--- src/rtl/regfile_pkg.sv ---
// Shared register-file types and default widths used by the write-port sharing logic.
package regfile_pkg;
  localparam int unsigned RWIDTH_DEF = 6;
  localparam int unsigned DWIDTH_DEF = 32;

  typedef logic [RWIDTH_DEF-1:0] reg_addr_t;
  typedef logic [DWIDTH_DEF-1:0] reg_data_t;

  typedef struct packed {
    reg_addr_t wa;
    reg_data_t wd;
  } wr_req_t;
endpackage

--- src/rtl/regfile_wr_arbiter_rr_picker.sv ---
// Combinational rotating-priority picker: one-hot grant to the first valid bit at or after ptr.
module rr_picker #(
  parameter int unsigned N  = 2,
  parameter int unsigned PW = 1
) (
  input  logic [N-1:0]  valid,
  input  logic [PW-1:0] ptr,
  input  logic          en,
  output logic [N-1:0]  grant,
  output logic [PW-1:0] idx,
  output logic          any
);

  int unsigned k;

  always_comb begin
    grant = '0;
    idx   = '0;
    any   = 1'b0;
    k     = 0;
    if (en) begin
      for (int unsigned i = 0; i < N; i++) begin
        k = (32'(ptr) + i) % N;
        if (!any && valid[k]) begin
          grant[k] = 1'b1;
          idx      = PW'(k);
          any      = 1'b1;
        end
      end
    end
  end

endmodule

--- src/rtl/regfile_wr_arbiter.sv ---
// Round-robin sharing of the single register-file write port with a registered write stage.
module regfile_wr_arbiter
  import regfile_pkg::*;
#(
  parameter int unsigned RWIDTH   = RWIDTH_DEF,
  parameter int unsigned DWIDTH   = DWIDTH_DEF,
  parameter int unsigned NREQ     = 2,
  parameter bit          ZERO_REG = 1'b1,
  localparam int unsigned IDW     = $clog2(NREQ)
) (
  input  logic                   clk,
  input  logic                   rst,
  input  logic                   stall,
  input  logic [NREQ-1:0]        req_valid,
  input  logic [NREQ*RWIDTH-1:0] req_wa,
  input  logic [NREQ*DWIDTH-1:0] req_wd,
  output logic [NREQ-1:0]        req_ready,
  output logic [RWIDTH-1:0]      wa,
  output logic [DWIDTH-1:0]      wd,
  output logic                   we,
  output logic [IDW-1:0]         grant_id
);

  logic [IDW-1:0]    rr_ptr;
  logic [IDW-1:0]    win;
  logic              hs;
  logic [RWIDTH-1:0] sel_wa;
  logic [DWIDTH-1:0] sel_wd;

  // Reset gates the picker so no handshake can complete while rst is high.
  rr_picker #(
    .N  (NREQ),
    .PW (IDW)
  ) u_picker (
    .valid (req_valid),
    .ptr   (rr_ptr),
    .en    (!stall && !rst),
    .grant (req_ready),
    .idx   (win),
    .any   (hs)
  );

  always_comb begin
    sel_wa = '0;
    sel_wd = '0;
    for (int unsigned i = 0; i < NREQ; i++) begin
      if (win == IDW'(i)) begin
        sel_wa = req_wa[i*RWIDTH +: RWIDTH];
        sel_wd = req_wd[i*DWIDTH +: DWIDTH];
      end
    end
  end

  always_ff @(posedge clk) begin
    if (rst) begin
      wa       <= '0;
      wd       <= '0;
      we       <= 1'b0;
      grant_id <= '0;
      rr_ptr   <= '0;
    end else if (hs) begin
      wa       <= sel_wa;
      wd       <= sel_wd;
      grant_id <= win;
      we       <= !(ZERO_REG && (sel_wa == '0));
      rr_ptr   <= (win == IDW'(NREQ - 1)) ? '0 : win + 1'b1;
    end else begin
      we <= 1'b0;
    end
  end

endmodule
--- config.mk ---
export PLATFORM = sky130hd
export DESIGN_NAME = regfile_wr_arbiter
export DESIGN_NICKNAME = d
export VERILOG_FILES = /design/src/rtl/regfile_pkg.sv /design/src/rtl/regfile_wr_arbiter_rr_picker.sv /design/src/rtl/regfile_wr_arbiter.sv
export SDC_FILE = /design/constraint.sdc
export NUM_CORES = 1
export LEC_CHECK = 0
export ABC_AREA = 1
export BUFFER_PORTS_ARGS = -buffer_cell sky130_fd_sc_hd__buf_4
export CAP_MARGIN = 20
export CORE_MARGIN = 3
export CORE_UTILIZATION = 43
export CTS_CLUSTER_DIAMETER = 120
export CTS_CLUSTER_SIZE = 30
export DETAILED_ROUTE_END_ITERATION = 7
export GPL_ROUTABILITY_DRIVEN = 0
export PLACE_DENSITY = 0.9
export SKIP_LAST_GASP = 1
export SLEW_MARGIN = 0
export SYNTH_ARGS = -nofsm -noshare
export SYNTH_HDL_FRONTEND = slang
export SYNTH_HIERARCHICAL = 1
export SYNTH_SLANG_ARGS = --single-unit
--- constraint.sdc ---
create_clock -name clk -period 1.75 [get_ports clk]
set_input_delay 0.175 -clock clk [delete_from_list [all_inputs] [get_ports clk]]
set_output_delay 0.175 -clock clk [all_outputs]
set_load 0.01 [all_outputs]
# Word level (Yosys, flattened, before mapping)
# Index checks and enable logic that the tools add are counted.
[op_classes]
bitwise_logic = 2
addsub = 2
n_lt_le_gt_ge = 4
mux = 22
reduce_logical = 10
[ops]
columns = ["cell", "count"]
rows = [
  ["$mux W32", 1],
  ["$mux W1", 14],
  ["$mux W2", 4],
  ["$logic_not A6 Y1", 1],
  ["$mux W6", 1],
  ["$logic_and A1 B1 Y1", 4],
  ["$logic_not A1 Y1", 4],
  ["$lt A1 B2 Y1 const B", 2],
  ["$add A1 B1 Y1 const B", 2],
  ["$demux W1 S1", 2],
  ["$ge A1 B1 Y1 const B", 2],
  ["$or A2 B2 Y2", 1],
  ["$reduce_or A2 Y1", 1],
  ["$not A1 Y1", 1],
]
[word_totals]
register_bits = 41

# Longest topological paths before layout
[depth]
depth_word = 11
ltp_mapped = 12
mapped_depth_nobuf = 10

# Modules after synthesis
# The synthesis kept the hierarchy.
[by_module_without_submodules]
columns = ["module", "seq_area_each_um2", "area_per_inst_um2", "n_inst", "cells_each"]
rows = [
  ["regfile_wr_arbiter", 820.8, 1968.1, 1, 309],
  ["rr_picker", 0.0, 30.0, 1, 7],
]

# Worst setup path after synthesis
# No wires, ideal clock.
[synth_timing]
path_kind = "in2reg"
from = "input rst"
to = "register we"
arrival_ns = 1.279
cell_stages = 12
required_time_ns = 1.641
setup_time_ns = 0.109
path_slack_ns = 0.362
cell_sequence = "buf_2 > nor2_1 > nand2_1 > a21oi_1 > buf_4 > inv_1 > nand2_1 > nand2_1 > nor2_1 > nand3_1 > nand2_1 > inv_1"
[synth_between]
elab_chain_cells = 6
word_cells_on_any_way = 9
classes_between = "3 x mux; 1 x bitwise; 5 x reduce/logical"
[synth_rtl]
columns = ["element", "line", "source"]
rows = [
  ["start: declaration", "regfile_wr_arbiter.sv:12", "input logic rst,"],
  ["$logic_not A1 Y1", "regfile_wr_arbiter.sv:37", ".en (!stall && !rst),"],
  ["$logic_and A1 B1 Y1", "regfile_wr_arbiter.sv:37", ""],
  ["$mux W1", "regfile_wr_arbiter_rr_picker.sv:21", "if (en) begin"],
  ["via win", "regfile_wr_arbiter.sv:25", "logic [IDW-1:0] win;"],
  ["$mux W6", "regfile_wr_arbiter.sv:47", "if (win == IDW'(i)) begin"],
  ["$logic_not A6 Y1", "regfile_wr_arbiter.sv:65", "we <= !(ZERO_REG && (sel_wa == '0));"],
  ["$logic_not A1 Y1", "regfile_wr_arbiter.sv:65", ""],
  ["end signal: assignment", "regfile_wr_arbiter.sv:65", ""],
  ["end: declaration", "regfile_wr_arbiter.sv:20", "output logic we,"],
]
# The timed path passes the listed nets, and every way through them passes these cells.
# A chain may end at the register's enable or synchronous reset.

# Worst setup path after layout
[layout_timing]
from = "register rr_ptr"
to = "register wd[24]"
[layout_between]
elab_chain_cells = 9
word_cells_on_any_way = 15
classes_between = "1 x add/sub; 12 x mux; 2 x reduce/logical"
[layout_rtl]
columns = ["element", "line", "source"]
rows = [
  ["start: declaration", "regfile_wr_arbiter.sv:24", "logic [IDW-1:0] rr_ptr;"],
  ["start signal: assignment", "regfile_wr_arbiter.sv:66", "rr_ptr <= (win == IDW'(NREQ - 1)) ? '0 : win + 1'b1;"],
  ["$mux W1 (implied by the code) (2 in series)", "regfile_wr_arbiter_rr_picker.sv:24", "if (!any && valid[k]) begin"],
  ["$mux W1", "regfile_wr_arbiter_rr_picker.sv:24", ""],
  ["$mux W1", "regfile_wr_arbiter_rr_picker.sv:21", ""],
  ["$logic_not A1 Y1", "regfile_wr_arbiter_rr_picker.sv:24", ""],
  ["$logic_and A1 B1 Y1", "regfile_wr_arbiter_rr_picker.sv:24", ""],
  ["$mux W1 *", "regfile_wr_arbiter_rr_picker.sv:24", ""],
  ["$mux W1 *", "regfile_wr_arbiter_rr_picker.sv:21", ""],
  ["via win", "regfile_wr_arbiter.sv:25", ""],
  ["$mux W32 *", "regfile_wr_arbiter.sv:47", ""],
  ["end signal: assignment", "regfile_wr_arbiter.sv:63", "wd <= sel_wd;"],
  ["end: declaration", "regfile_wr_arbiter.sv:19", "output logic [DWIDTH-1:0] wd,"],
]
# Mark *: on every way through the listed nets, which the timed path passes. The rest lies on a longest branch. The select of a mux whose other input is x is not followed.

==> load_flow_metrics.sql <==
INSERT INTO impl_metrics (metric_group, metric, value, unit) VALUES
('critical_path', 'timing.critical_path.required', '1.98', 'ns'),
('global_route', 'grt_pass1_wl', '8.673', 'mm'),
('clock_network', 'cts_hold_buffers', '0', ''),
('layout', 'ff_latch_area', '820.8', 'µm²'),
('critical_path', 'startpoint_type', 'register', ''),
('job', 'maxCapViolations', '0', ''),
('outcome', 'run_status', 'finished, final reports clean', ''),
('timing', 'rsz0062_at_grt', 'no', ''),
('yosys', 'synth.yosys.seq_area_share', '41.08', '%'),
('placed_design', 'place_area', '0.002898', 'mm²'),
('timing', 'layout_setup_ws', '0.2774', 'ns'),
('layout', 'drive_gt1_share', '31.72', '%'),
('placed_design', 'port-buffer-count', '122', ''),
('drt', 'drcViolationCount', '0', ''),
('layout', 'post_route_cell_area', '0.002984', 'mm²'),
('layout', 'final_core_utilization', '67.60', '%'),
('timing', 'highest_clock_frequency_the_design_can_meet', '679.1', 'MHz'),
('floorplan', 'core_area', '0.004414', 'mm²'),
('global_route', 'via_count_of_the_first_global_routing_pass', '2096', ''),
('global_route', 'number_of_antenna_violations_at_the_first_check_in_global_routing', '0', ''),
('clock_network', 'clkTransAtPathRegs', '0.07', 'ns'),
('yosys', 'netlist_top_cells_area', 'sky130_fd_sc_hd__dfxtp_1 (41%), sky130_fd_sc_hd__nand2_1 (28%), sky130_fd_sc_hd__nand3_1 (8.3%), sky130_fd_sc_hd__inv_1 (7.7%), sky130_fd_sc_hd__nor2_1 (3.6%)', ''),
('drt', 'route.antenna.remaining_nets', '0', ''),
('floorplan', 'rows', '24', ''),
('clock_network', 'h-tree-depth', '2', ''),
('floorplan', 'chipWidth', '74.17', 'µm'),
('clock_network', 'number_of_clock_buffers_inserted_by_tritoncts', '5', ''),
('floorplan', 'floorplan.die.height', '74.17', 'µm'),
('drt', 'dr_total_vias', '2239', ''),
('yosys', 'yosys_register_bits', '41', ''),
('yosys', 'yosys_most_used_dff', 'sky130_fd_sc_hd__dfxtp_1', ''),
('layout', 'area_growth', '49.34', '%'),
('yosys', 'netlist_area', '0.001998', 'mm²'),
('yosys', 'netlist.top_cell.by_area', 'sky130_fd_sc_hd__dfxtp_1', ''),
('clock_network', 'cts_tree', 'done', ''),
('timing', 'period_needed', '1.473', 'ns'),
('floorplan', 'initial_core_util', '45.27', '%'),
('drt', 'wl', '5.557', 'mm'),
('clock_network', 'cts_post_setup_buffers_inserted', '0', ''),
('timing', 'final_hold_viol_count', '0', ''),
('drt', 'viasPerCell', '4.598', ''),
('timing', 'worst_slew_margin_rel', '69.51', '%'),
('layout', 'n_fill_cell', '408', ''),
('timing', 'tns', '0', 'ns'),
('global_route', 'overflow', '0', ''),
('clock_network', 'ctsLongestPathBuffers', '2', ''),
('layout', 'fin_nets', '516', ''),
('timing', 'finalClockSkew', '0.005540', 'ns'),
('power_and_ir_drop', 'p_per_area', '701.6', 'mW/mm²'),
('layout', 'multiInputGateArea', '880.8', 'µm²'),
('yosys', 'synth.yosys.warnings', '6', ''),
('yosys', 'synthDominantCellAreaShare', '41.08', '%'),
('critical_path', 'worstSetupPathType', 'register to register', ''),
('placed_design', 'dpl.hpwl', '4.163', 'mm'),
('yosys', 'synth_cells', '316', ''),
('clock_network', 'cts-resized-gates', '0', ''),
('yosys', 'async_flop_share', '0', '%'),
('timing', 'worst-slew-pin-transition', '0.4574', 'ns'),
('clock_network', 'cts_num_sinks', '41', ''),
('yosys', 'netlist-cell-type-count', '15', ''),
('layout', 'antennaDiodeCount', '0', ''),
('drt', 'dr.first_iter.drc_count', '91', ''),
('yosys', 'synth_fp_nets', '397', ''),
('placed_design', 'post-place-ws', '0.1269', 'ns'),
('power_and_ir_drop', 'peakVddDrop', '0.4689', 'mV'),
('worst_hold_path', 'hold_path_class', 'input pin to register', ''),
('clock_network', 'cts-root-buf', 'sky130_fd_sc_hd__clkbuf_8', ''),
('clock_network', 'clk_latency', '0.28', 'ns'),
('yosys', 'synth_edf_count', '0', ''),
('timing', 'final.period_utilization', '84.15', '%'),
('power_and_ir_drop', 'p_leak', '1.799', 'nW');
==> layout by cell type (no fill, tap or decap) <==
master                       n
sky130_fd_sc_hd__a21oi_1     3
sky130_fd_sc_hd__nor2_8      1
sky130_fd_sc_hd__inv_4       2
sky130_fd_sc_hd__o21ai_0     8
sky130_fd_sc_hd__clkbuf_1    1
sky130_fd_sc_hd__nand3_1    33
sky130_fd_sc_hd__clkinv_1    1
sky130_fd_sc_hd__nand2_2     1
sky130_fd_sc_hd__buf_4     128
sky130_fd_sc_hd__clkbuf_8    6
sky130_fd_sc_hd__nor2_1     19
sky130_fd_sc_hd__dfxtp_1    41
sky130_fd_sc_hd__inv_1      41
sky130_fd_sc_hd__nand2_1   150
==> critical path, stage by stage, from the launching register on <==
cell,delay (ns)
sky130_fd_sc_hd__dfxtp_1,0.33
sky130_fd_sc_hd__inv_1,0.09
sky130_fd_sc_hd__a21oi_1,0.12
sky130_fd_sc_hd__buf_4,0.18
sky130_fd_sc_hd__nor2_8,0.38
sky130_fd_sc_hd__nand2_1,0.11
sky130_fd_sc_hd__nand3_1,0.09
sky130_fd_sc_hd__nand2_1,0.06
sky130_fd_sc_hd__inv_1,0.05
==> kinds of logic after synthesis <==
family	synth area share, %
AOI/OAI and AO/OA	2.755
buffers and inverters	14.84
and+or+nand+nor	41.33
DFF	41.08
==> state kept, by name, summed over array words and instances, names as in the netlist <==
signal and count:
wa 6, rr_ptr 1, wd 32, we 1, grant_id 1
==> final cells by class <==
class                      count  share of cell area (%)
multi-input combinational    215                   29.52
inverter                      44                   5.702
tap                           52                   2.180
sequential                    41                   27.51
timing repair buffer         128                   32.20
clock buffer                   7                   2.893
==> path summary, 6_finish.rpt <==
kind | start | end | slack [ns] | depth (start not counted)
min | req_wd[5] | wd[5] | 0.17 | 5
max | rr_ptr | wd[24] | 0.28 | 8
min reg2reg | grant_id | grant_id | 0.55 | 2
max reg2reg | rr_ptr | wd[24] | 0.28 | 8
==> where the power goes <==
part           total [mW]  internal (mW)  switching [mW]
Sequential           1.02          0.990          0.0296
Clock               0.605          0.313           0.292
Combinational       0.469          0.252           0.217
Total                2.09           1.56           0.539
==> routing by layer <==
metal / GRT usage [%] / wire [µm]
met5: 0 / 0
met4: 6.841 / 52
met3: 4.865 / 385
met2: 37.11 / 2914
met1: 22.24 / 2205
==> through the flow <==
step           std cells  hold WS (ns)  total power, mW
5_1_grt              487        0.1789            2.223
4_1_cts              487        0.1626            2.125
2_1_floorplan        316        0.3659            1.262
3_3_place_gp         480        0.4524            1.499
6_report             487        0.1710            2.094
3_5_place_dp         480        0.4614            1.513
Power figures use the tool's default switching activity.
